`config.mk`:
```
export PLATFORM = sky130hd
export DESIGN_NAME = doc5503_osc_sequencer_flat
export DESIGN_NICKNAME = d
export VERILOG_FILES = /design/src/rtl/doc5503_osc_sequencer_if.sv /design/src/rtl/doc5503_osc_sequencer.sv /design/src/flat_wrapper.sv
export SDC_FILE = /design/constraint.sdc
export NUM_CORES = 1
export LEC_CHECK = 0
export CAP_MARGIN = 20
export CORE_MARGIN = 4
export CORE_UTILIZATION = 28
export CTS_BUF_LIST = sky130_fd_sc_hd__clkbuf_4 sky130_fd_sc_hd__clkbuf_8
export CTS_CLUSTER_DIAMETER = 40
export CTS_CLUSTER_SIZE = 28
export DETAILED_ROUTE_END_ITERATION = 16
export GPL_TIMING_DRIVEN = 1
export PLACE_DENSITY = 0.65
export SLEW_MARGIN = 20
export SYNTH_ARGS = -nofsm -noshare
export SYNTH_HDL_FRONTEND = slang
export SYNTH_SLANG_ARGS = --single-unit
```
`constraint.sdc`:
```
create_clock -name clk_i -period 3.4 [get_ports clk_i]
set_clock_uncertainty 0.2 [all_clocks]
set_input_delay 0.51 -clock clk_i [delete_from_list [all_inputs] [get_ports clk_i]]
set_output_delay 0.51 -clock clk_i [all_outputs]
set_load 0.005 [all_outputs]
```
`src/rtl/doc5503_osc_sequencer_if.sv`:
```
// Bundle of the oscillator sequencer's tick, register-RAM port A, priority write ports and status lines.
// The master modport is the sequencer; the slave side is the RAM/host fabric around it.
interface doc5503_osc_sequencer_if #(
    parameter int OSC_WIDTH  = 5,
    parameter int ACC_WIDTH  = 24,
    parameter int FREQ_WIDTH = 16
);
    logic                  start_i;
    logic [OSC_WIDTH-1:0]  osc_en_i;
    logic                  stall_i;
    logic [OSC_WIDTH-1:0]  osc_addr_o;
    logic [FREQ_WIDTH-1:0] freq_i;
    logic [7:0]            control_i;
    logic [ACC_WIDTH-1:0]  acc_i;
    logic                  acc_wr_req_o;
    logic [OSC_WIDTH-1:0]  acc_wr_addr_o;
    logic [ACC_WIDTH-1:0]  acc_wr_data_o;
    logic                  ctrl_wr_req_o;
    logic [OSC_WIDTH-1:0]  ctrl_wr_addr_o;
    logic [7:0]            ctrl_wr_data_o;
    logic                  irq_o;
    logic [OSC_WIDTH-1:0]  irq_osc_o;
    logic                  busy_o;
    logic                  frame_done_o;
    logic                  overrun_o;

    modport master (
        input  start_i, osc_en_i, stall_i, freq_i, control_i, acc_i,
        output osc_addr_o, acc_wr_req_o, acc_wr_addr_o, acc_wr_data_o,
               ctrl_wr_req_o, ctrl_wr_addr_o, ctrl_wr_data_o,
               irq_o, irq_osc_o, busy_o, frame_done_o, overrun_o
    );

    modport slave (
        output start_i, osc_en_i, stall_i, freq_i, control_i, acc_i,
        input  osc_addr_o, acc_wr_req_o, acc_wr_addr_o, acc_wr_data_o,
               ctrl_wr_req_o, ctrl_wr_addr_o, ctrl_wr_data_o,
               irq_o, irq_osc_o, busy_o, frame_done_o, overrun_o
    );
endinterface

```
`src/rtl/doc5503_osc_sequencer.sv`:
```
// Per-sample oscillator scan: reads freq/control/acc for each enabled oscillator,
// writes the advanced accumulator back and halts one-shot oscillators on overflow.
module doc5503_osc_sequencer #(
    parameter int OSC_WIDTH  = 5,
    parameter int ACC_WIDTH  = 24,
    parameter int FREQ_WIDTH = 16
) (
    input  logic                   clk_i,
    input  logic                   reset_i,
    doc5503_osc_sequencer_if.master bus
);

    typedef enum logic [1:0] {IDLE, ADDR, CALC, WRITE} state_t;

    state_t                 state_reg, state_next;
    logic [OSC_WIDTH-1:0]   osc_reg, osc_next;
    logic [OSC_WIDTH-1:0]   last_reg, last_next;
    logic [OSC_WIDTH-1:0]   osc_addr_reg, osc_addr_next;
    logic                   acc_wr_req_reg, acc_wr_req_next;
    logic [OSC_WIDTH-1:0]   acc_wr_addr_reg, acc_wr_addr_next;
    logic [ACC_WIDTH-1:0]   acc_wr_data_reg, acc_wr_data_next;
    logic                   ctrl_wr_req_reg, ctrl_wr_req_next;
    logic [OSC_WIDTH-1:0]   ctrl_wr_addr_reg, ctrl_wr_addr_next;
    logic [7:0]             ctrl_wr_data_reg, ctrl_wr_data_next;
    logic                   irq_reg, irq_next;
    logic [OSC_WIDTH-1:0]   irq_osc_reg, irq_osc_next;
    logic                   overrun_reg, overrun_next;
    logic                   frame_done;
    logic [ACC_WIDTH:0]     sum;
    logic                   ovf;
    logic                   at_last;

    // Frequency is zero-extended so the carry out of the accumulator lands in sum[ACC_WIDTH].
    assign sum     = {1'b0, bus.acc_i} + {{(ACC_WIDTH + 1 - FREQ_WIDTH){1'b0}}, bus.freq_i};
    assign ovf     = sum[ACC_WIDTH];
    assign at_last = (osc_reg == last_reg);

    always_comb begin
        state_next        = state_reg;
        osc_next          = osc_reg;
        last_next         = last_reg;
        acc_wr_req_next   = 1'b0;
        acc_wr_addr_next  = '0;
        acc_wr_data_next  = '0;
        ctrl_wr_req_next  = 1'b0;
        ctrl_wr_addr_next = '0;
        ctrl_wr_data_next = '0;
        irq_next          = 1'b0;
        irq_osc_next      = irq_osc_reg;
        frame_done        = 1'b0;
        overrun_next      = bus.start_i && (state_reg != IDLE);

        case (state_reg)
            IDLE: begin
                if (bus.start_i) begin
                    last_next  = bus.osc_en_i;
                    osc_next   = '0;
                    state_next = ADDR;
                end
            end
            ADDR: begin
                if (!bus.stall_i) begin
                    state_next = CALC;
                end
            end
            CALC: begin
                if (bus.control_i[0]) begin
                    if (at_last) begin
                        frame_done = 1'b1;
                        state_next = IDLE;
                    end else begin
                        osc_next   = osc_reg + 1'b1;
                        state_next = ADDR;
                    end
                end else begin
                    // Write-port values are registered here so they are presented during WRITE.
                    state_next       = WRITE;
                    acc_wr_req_next  = 1'b1;
                    acc_wr_addr_next = osc_reg;
                    if (ovf && bus.control_i[1]) begin
                        acc_wr_data_next  = '0;
                        ctrl_wr_req_next  = 1'b1;
                        ctrl_wr_addr_next = osc_reg;
                        ctrl_wr_data_next = bus.control_i | 8'h01;
                        if (bus.control_i[3]) begin
                            irq_next     = 1'b1;
                            irq_osc_next = osc_reg;
                        end
                    end else begin
                        acc_wr_data_next = sum[ACC_WIDTH-1:0];
                    end
                end
            end
            WRITE: begin
                if (at_last) begin
                    frame_done = 1'b1;
                    state_next = IDLE;
                end else begin
                    osc_next   = osc_reg + 1'b1;
                    state_next = ADDR;
                end
            end
            default: state_next = IDLE;
        endcase

        osc_addr_next = (state_next == IDLE) ? '0 : osc_next;
    end

    always_ff @(posedge clk_i) begin
        if (reset_i) begin
            state_reg        <= IDLE;
            osc_reg          <= '0;
            last_reg         <= '0;
            osc_addr_reg     <= '0;
            acc_wr_req_reg   <= 1'b0;
            acc_wr_addr_reg  <= '0;
            acc_wr_data_reg  <= '0;
            ctrl_wr_req_reg  <= 1'b0;
            ctrl_wr_addr_reg <= '0;
            ctrl_wr_data_reg <= '0;
            irq_reg          <= 1'b0;
            irq_osc_reg      <= '0;
            overrun_reg      <= 1'b0;
        end else begin
            state_reg        <= state_next;
            osc_reg          <= osc_next;
            last_reg         <= last_next;
            osc_addr_reg     <= osc_addr_next;
            acc_wr_req_reg   <= acc_wr_req_next;
            acc_wr_addr_reg  <= acc_wr_addr_next;
            acc_wr_data_reg  <= acc_wr_data_next;
            ctrl_wr_req_reg  <= ctrl_wr_req_next;
            ctrl_wr_addr_reg <= ctrl_wr_addr_next;
            ctrl_wr_data_reg <= ctrl_wr_data_next;
            irq_reg          <= irq_next;
            irq_osc_reg      <= irq_osc_next;
            overrun_reg      <= overrun_next;
        end
    end

    assign bus.osc_addr_o     = osc_addr_reg;
    assign bus.acc_wr_req_o   = acc_wr_req_reg;
    assign bus.acc_wr_addr_o  = acc_wr_addr_reg;
    assign bus.acc_wr_data_o  = acc_wr_data_reg;
    assign bus.ctrl_wr_req_o  = ctrl_wr_req_reg;
    assign bus.ctrl_wr_addr_o = ctrl_wr_addr_reg;
    assign bus.ctrl_wr_data_o = ctrl_wr_data_reg;
    assign bus.irq_o          = irq_reg;
    assign bus.irq_osc_o      = irq_osc_reg;
    assign bus.busy_o         = (state_reg != IDLE);
    assign bus.frame_done_o   = frame_done;
    assign bus.overrun_o      = overrun_reg;

endmodule
```
`src/flat_wrapper.sv`:
```
// flat-port wrapper written by rule: the top's interface ports become plain ports
module doc5503_osc_sequencer_flat 
#(
    parameter int OSC_WIDTH  = 5,
    parameter int ACC_WIDTH  = 24,
    parameter int FREQ_WIDTH = 16
)
  (clk_i, reset_i, bus_start_i, bus_osc_en_i, bus_stall_i, bus_freq_i, bus_control_i, bus_acc_i, bus_osc_addr_o, bus_acc_wr_req_o, bus_acc_wr_addr_o, bus_acc_wr_data_o, bus_ctrl_wr_req_o, bus_ctrl_wr_addr_o, bus_ctrl_wr_data_o, bus_irq_o, bus_irq_osc_o, bus_busy_o, bus_frame_done_o, bus_overrun_o);
  doc5503_osc_sequencer_if #(.OSC_WIDTH(OSC_WIDTH), .ACC_WIDTH(ACC_WIDTH), .FREQ_WIDTH(FREQ_WIDTH)) bus_i ();
  input  logic clk_i;
  input  logic reset_i;
  input wire logic [$bits(bus_i.start_i)-1:0] bus_start_i;
  input wire logic [$bits(bus_i.osc_en_i)-1:0] bus_osc_en_i;
  input wire logic [$bits(bus_i.stall_i)-1:0] bus_stall_i;
  input wire logic [$bits(bus_i.freq_i)-1:0] bus_freq_i;
  input wire logic [$bits(bus_i.control_i)-1:0] bus_control_i;
  input wire logic [$bits(bus_i.acc_i)-1:0] bus_acc_i;
  output wire logic [$bits(bus_i.osc_addr_o)-1:0] bus_osc_addr_o;
  output wire logic [$bits(bus_i.acc_wr_req_o)-1:0] bus_acc_wr_req_o;
  output wire logic [$bits(bus_i.acc_wr_addr_o)-1:0] bus_acc_wr_addr_o;
  output wire logic [$bits(bus_i.acc_wr_data_o)-1:0] bus_acc_wr_data_o;
  output wire logic [$bits(bus_i.ctrl_wr_req_o)-1:0] bus_ctrl_wr_req_o;
  output wire logic [$bits(bus_i.ctrl_wr_addr_o)-1:0] bus_ctrl_wr_addr_o;
  output wire logic [$bits(bus_i.ctrl_wr_data_o)-1:0] bus_ctrl_wr_data_o;
  output wire logic [$bits(bus_i.irq_o)-1:0] bus_irq_o;
  output wire logic [$bits(bus_i.irq_osc_o)-1:0] bus_irq_osc_o;
  output wire logic [$bits(bus_i.busy_o)-1:0] bus_busy_o;
  output wire logic [$bits(bus_i.frame_done_o)-1:0] bus_frame_done_o;
  output wire logic [$bits(bus_i.overrun_o)-1:0] bus_overrun_o;
  assign bus_i.start_i = bus_start_i;
  assign bus_i.osc_en_i = bus_osc_en_i;
  assign bus_i.stall_i = bus_stall_i;
  assign bus_i.freq_i = bus_freq_i;
  assign bus_i.control_i = bus_control_i;
  assign bus_i.acc_i = bus_acc_i;
  assign bus_osc_addr_o = bus_i.osc_addr_o;
  assign bus_acc_wr_req_o = bus_i.acc_wr_req_o;
  assign bus_acc_wr_addr_o = bus_i.acc_wr_addr_o;
  assign bus_acc_wr_data_o = bus_i.acc_wr_data_o;
  assign bus_ctrl_wr_req_o = bus_i.ctrl_wr_req_o;
  assign bus_ctrl_wr_addr_o = bus_i.ctrl_wr_addr_o;
  assign bus_ctrl_wr_data_o = bus_i.ctrl_wr_data_o;
  assign bus_irq_o = bus_i.irq_o;
  assign bus_irq_osc_o = bus_i.irq_osc_o;
  assign bus_busy_o = bus_i.busy_o;
  assign bus_frame_done_o = bus_i.frame_done_o;
  assign bus_overrun_o = bus_i.overrun_o;
  doc5503_osc_sequencer #(.OSC_WIDTH(OSC_WIDTH), .ACC_WIDTH(ACC_WIDTH), .FREQ_WIDTH(FREQ_WIDTH)) u_core (.clk_i(clk_i), .reset_i(reset_i), .bus(bus_i));
endmodule
```
======== Word-level counts from Yosys, hierarchy flattened ========
Index checks and enable logic that the tools add are counted.
W data, S select, Z words.
cells by class
  $add $sub $neg .......................... 2
  eq/ne operators ......................... 4
  multiplexer cells ....................... 16
  bitwise gates (word level) .............. 3
  reductions and logical operators ........ 12
operators with widths
  operator               number
  $add A24 B16 Y25       1
  $mux W5                3
  $pmux W5 S3            1
  $pmux W2 S4            1
  $reduce_or A4 Y1       2
  $mux W1                7
  $mux W2                3
  $add A5 B1 Y5 const B  1
  $eq A5 B5 Y1           1
  $eq A2 B2 Y1 const B   2
  $logic_not A2 Y1       2
  $reduce_and A4 Y1      1
  $reduce_or A2 Y1       2
  $not A1 Y1             3
  $reduce_or A3 Y1       1
  $eq A2 B1 Y1 const B   1
  $logic_and A1 B1 Y1    2
  $pmux W1 S2            1
  $reduce_and A2 Y1      1
  $reduce_bool A2 Y1     1
word-level totals
  register bits after elaboration ......... 68
  input port bits ......................... 57
  output and inout port bits .............. 58
  logic and storage cells ................. 51

======== Logic depth before layout (Yosys ltp) ========
Gate-level depths: netlist (run 1).
  depth after elaboration ................. 6
  depth in mapped cells ................... 10

======== Worst setup path after synthesis (run 1) ========
OpenSTA, ideal clock, no wires.
  kind .................................... input port to flip-flop
  start ................................... input port bus_acc_i[0]
  end ..................................... register u_core.acc_wr_data_reg[18], in the netlist u_core.bus.acc_wr_data_o[18]
  data arrival time ....................... 2.403 ns
  data required time ...................... 3.126 ns
  slack ................................... 0.723 ns
  stages on the path ...................... 8
  cell sequence ........................... ha_1 -> fa_1 -> a21oi_1 -> o211ai_2 -> nand4_2 -> nand2_1 -> or4_1 -> a31oi_1
on the way
  word-level cells in the longest chain between the ends .. 3
ends and longest elaborated chain
  element                     RTL line                      text
  start, declared             flat_wrapper.sv:17            input wire logic [$bits(bus_i.acc_i)-1:0] bus_acc_i;
  $add A24 B16 Y25 (*)        doc5503_osc_sequencer.sv:34   assign sum = {1'b0, bus.acc_i} + {{(ACC_WIDTH + 1 - FREQ_WIDTH){1'b0}}, bus.freq_i};
  $logic_and A1 B1 Y1         doc5503_osc_sequencer.sv:80   if (ovf && bus.control_i[1]) begin
  $reduce_or A4 Y1 (no line)  n/a
  end signal, assigned        doc5503_osc_sequencer.sv:131  acc_wr_data_reg <= acc_wr_data_next;
  end, declared               doc5503_osc_sequencer.sv:21   logic [ACC_WIDTH-1:0] acc_wr_data_reg, acc_wr_data_next;
Mark *: on every way between the ends. The rest lies on a longest branch, timed or not.
A chain may end at the register's enable or synchronous reset.

======== Final worst setup path (run 1) ========
  start ................................... register u_core.osc_reg[3]
  end ..................................... output port bus_frame_done_o
on the way
  word-level cells in the longest chain between the ends .. 4
ends and longest elaborated chain
  element                 RTL line                                                  text
  start, declared         doc5503_osc_sequencer.sv:16                               logic [OSC_WIDTH-1:0] osc_reg, osc_next;
  start signal, assigned  doc5503_osc_sequencer.sv:126                              osc_reg <= osc_next;
  $eq A5 B5 Y1 (*)        doc5503_osc_sequencer.sv:36                               assign at_last = (osc_reg == last_reg);
  $mux W1 (*)             doc5503_osc_sequencer.sv:68, doc5503_osc_sequencer.sv:95
  $mux W1                 doc5503_osc_sequencer.sv:67                               if (bus.control_i[0]) begin
  $pmux W1 S2 (*)         doc5503_osc_sequencer.sv:53                               case (state_reg)
  end, declared           flat_wrapper.sv:28                                        output wire logic [$bits(bus_i.frame_done_o)-1:0] bus_frame_done_o;
Marked as above.

==> run_results.csv, run 1 <==
group,metric,value,unit
clock_network,post_cts_buffers,0,
clock_network,numCtsBuffers,9,
floorplanning,core.rowCount,39,
placed_design,dp_cells,613,
pwr,p_switching,0.529,mW
sta,fmax,0.324,GHz
critical_path,worstPathArrival,2380,ps
placed_design,globalplace.congestion,0.848,
synthesis,syn-cell-area,0.00337,mm²
synthesis,yosysWarnings,0,
drt,vias_per_cell,4.71,
clock_network,hold_buffers,0,
floorplanning,dieArea,0.0138,mm²
pwr,ir_drop,0.132,mV
cells_and_area,num-fill-cells,1186,
critical_path,path_max_fanout,7,
drt,vias,2960,
floorplanning,initial_core_util,29.0,%
clock_network,clk_pin_slew_worst_paths,80,ps
critical_path,path_class,"register to output pin",
cells_and_area,drive_gt1_share,13.0,%
drt,drt-wirelength-per-cell,14.1,µm
clock_network,cts_root_buffer,"clkbuf_8",
synthesis,synth.net_count,435,
sta,drv_slew,0,
floorplanning,coreArea,0.0116,mm²
cells_and_area,syn_to_final_growth,45.4,%
pwr,leakage,1.86,nW
sta,holdWs,271,ps
critical_path,crit_required,2690,ps
floorplanning,die-width,118,µm
pwr,power.internal,1.37,mW
synthesis,synthFlopType,"dfxtp_1",
cells_and_area,largest_reg_flops,24,
cells_and_area,finalInstanceArea,0.00489,mm²
global_route,gr-usage-all-layers,12.9,%
global_route,grt_overflow,0,
drt,ant_nets,0,
drt,drt_wl_total,8.86,mm
global_route,grt_pass1_wl,14.8,mm
synthesis,synth.avg_cell_area,9.35,µm²
clock_network,cts_buffer_depth,2,
clock_network,h-tree-depth,3,
outcome,outcome,"finished, final reports clean",
cells_and_area,antenna_cells,0,
pwr,powerDensity,388,mW/mm²
placed_design,placed_cell_area,0.00467,mm²
pwr,power_frac_comb,19.2,%
clock_network,cts_resized,0,
pwr,clock_power_share,39.2,%
cells_and_area,finalNetCount,556,
critical_path,endpoint_kind,"output pin",
drt,first_pass_iters,4,
synthesis,async_reset_ff_share,0,%
global_route,grt_pass1_vias,3089,
clock_network,clkSinkCount,66,
sta,period_needed,3090,ps
drt,drtIter0Drc,145,
floorplanning,die_h,118,µm
sta,rsz0062_at_grt,"no",
global_route,antenna_found_initial,0,
sta,fin_crit_sh,90.8,%
critical_path,start_kind,"register",
synthesis,synth-edff-count,0,
placed_design,dpl.hpwl,7.18,mm
floorplanning,ios,115,
cells_and_area,fin_cells,629,
pwr,p_seq_share,41.6,%
clock_network,cts_tree,"done",
pwr,switching_share,27.9,%
synthesis,synth_seq_cells,66,
global_route,grt_max_degree,21,
sta,hold_viol_final,0,
placed_design,io_buffer_count,114,
drt,drc_errors,0,
sta,max_slew_margin,63.6,%
clock_network,clock_latency,350,ps
min_path,min_path_type,"register to register",
synthesis,ys_seq_area_share,39.2,%
sta,tns,0,ps
synthesis,ys_types,58,
sta,finalSetupViolCount,0,
run,cap_violations,0,
sta,tightestPinTransition,541,ps
synthesis,synth_cells,360,
-- worst max-delay path, stage by stage (launching register included) --
cell and delay (ps):
dfxtp_1 470, xor2_1 110, nor4_1 460, nand2_1 260, nor2_1 210, clkdlybuf4s50_1 530
-- per-layer routing --
layer / up-vias / wire length (µm) / GRT usage, %
li1: 1497 / - / -
met1: 1364 / 4000 / 15.6
met2: 92 / 4280 / 21.7
met3: 7 / 488 / 4.18
met4: 0 / 93 / 4.18
met5: - / 0 / 0
-- metrics by stage --
step | setup WS [ps] | utilization, % | power (mW)
2_1_floorplan | 723 | - | 1.04
3_3_place_gp | 262 | 40.2 | 1.17
3_5_place_dp | 170 | 40.2 | 1.17
4_1_cts | 271 | 42.1 | 1.92
5_1_grt | 74.2 | 42.1 | 2.00
6_report | 312 | 42.1 | 1.90
-- final timing paths --
kind,startpoint,to,slack [ps],cells past startpoint
worst max-delay path,u_core.osc_reg[3],bus_frame_done_o,310,5
worst min-delay path,u_core.last_reg[4],u_core.last_reg[4],270,2
worst max register to register,u_core.osc_reg[3],u_core.bus.osc_addr_o[4],1290,6
worst min register to register,u_core.last_reg[4],u_core.last_reg[4],270,2
-- cells in the mapped netlist (3+ instances only) --
| cell type | count | share of area (%) |
|---|---|---|
| o21bai_1 | 3 | 0.67 |
| a211oi_1 | 3 | 0.67 |
| ha_1 | 17 | 6.3 |
| a31oi_1 | 4 | 0.74 |
| inv_1 | 11 | 1.2 |
| xor2_1 | 10 | 2.6 |
| and3_1 | 14 | 2.6 |
| xnor2_1 | 13 | 3.4 |
| o21a_1 | 4 | 0.89 |
| a21oi_2 | 3 | 0.78 |
| o21ai_0 | 13 | 1.9 |
| nand2_1 | 26 | 2.9 |
| and2_1 | 7 | 1.3 |
| nor3_1 | 7 | 1.0 |
| dfxtp_1 | 66 | 39 |
| a21o_1 | 3 | 0.67 |
| nor2_1 | 29 | 3.2 |
| a21oi_1 | 32 | 4.8 |
| mux2i_1 | 6 | 1.8 |
| clkbuf_1 | 9 | 1.0 |
| nand4_1 | 3 | 0.56 |
| nand3_1 | 11 | 1.6 |
| or3_1 | 4 | 0.74 |
| nor2_4 | 17 | 5.7 |
-- power by group through the flow --
stage	clock network, mW	registers, mW	logic [mW]
CTS	0.767	0.791	0.367
global placement	0	0.808	0.361
global route	0.804	0.792	0.402
finish	0.743	0.791	0.365
detailed placement	0	0.809	0.365
floorplan	0	0.805	0.232
-- layout make-up --
class / count / area [µm²] / share of cell area, %
multi-input cells: 266 / 1890 / 38.6
inverters: 11 / 41.3 / 0.844
clock buffers: 9 / 124 / 2.53
flip-flops and latches: 66 / 1320 / 27.0
repair buffers: 127 / 1240 / 25.3
well taps: 143 / 179 / 3.66
clock inverters: 7 / 101 / 2.07
-- layout by cell type (no fill, tap or decap), types with 3 or more instances in the layout --
cell type / instances
inv_1: 11
clkbuf_8: 9
buf_4: 13
nor2_4: 17
a31oi_1: 4
and2_1: 7
a21oi_1: 32
ha_1: 17
xnor2_1: 13
nand3_1: 11
o21bai_1: 3
and3_1: 14
mux2i_1: 6
clkdlybuf4s50_1: 114
dfxtp_1: 66
a21oi_2: 3
nor2_1: 29
nand2_1: 26
a21o_1: 3
a211oi_1: 3
nor3_1: 7
o21a_1: 4
xor2_1: 10
nand4_1: 3
o21ai_0: 13
or3_1: 4
-- logic make-up (layout without fill, tap and decap cells) --
family	after synthesis	count (layout)	synth area share, %
xor gates and xnor gates	23	23	5.98
buffers and inverters	28	154	4.64
muxes	6	6	1.78
AOI/OAI and AO/OA	85	85	18.0
adders and majority gates	18	18	6.91
and+or+nand+nor	134	134	23.4
DFF	66	66	39.2
Note: power is estimated with default switching activity, not from simulation.
==> run 2, diff against run 1 <==
==> constraint.sdc (replaced) <==
create_clock -name clk_i -period 3.4 [get_ports clk_i]
set_clock_uncertainty 0.2 [all_clocks]
set_input_delay 0.51 -clock clk_i [delete_from_list [all_inputs] [get_ports clk_i]]
set_output_delay 0.51 -clock clk_i [all_outputs]
set_load 0.01 [all_outputs]
==> results of run 2 <==
Same layout as run 1 (identical final DEF). Status: finished, final reports clean.
Among the figures that moved: setup slack after layout 312 ps -> 276 ps
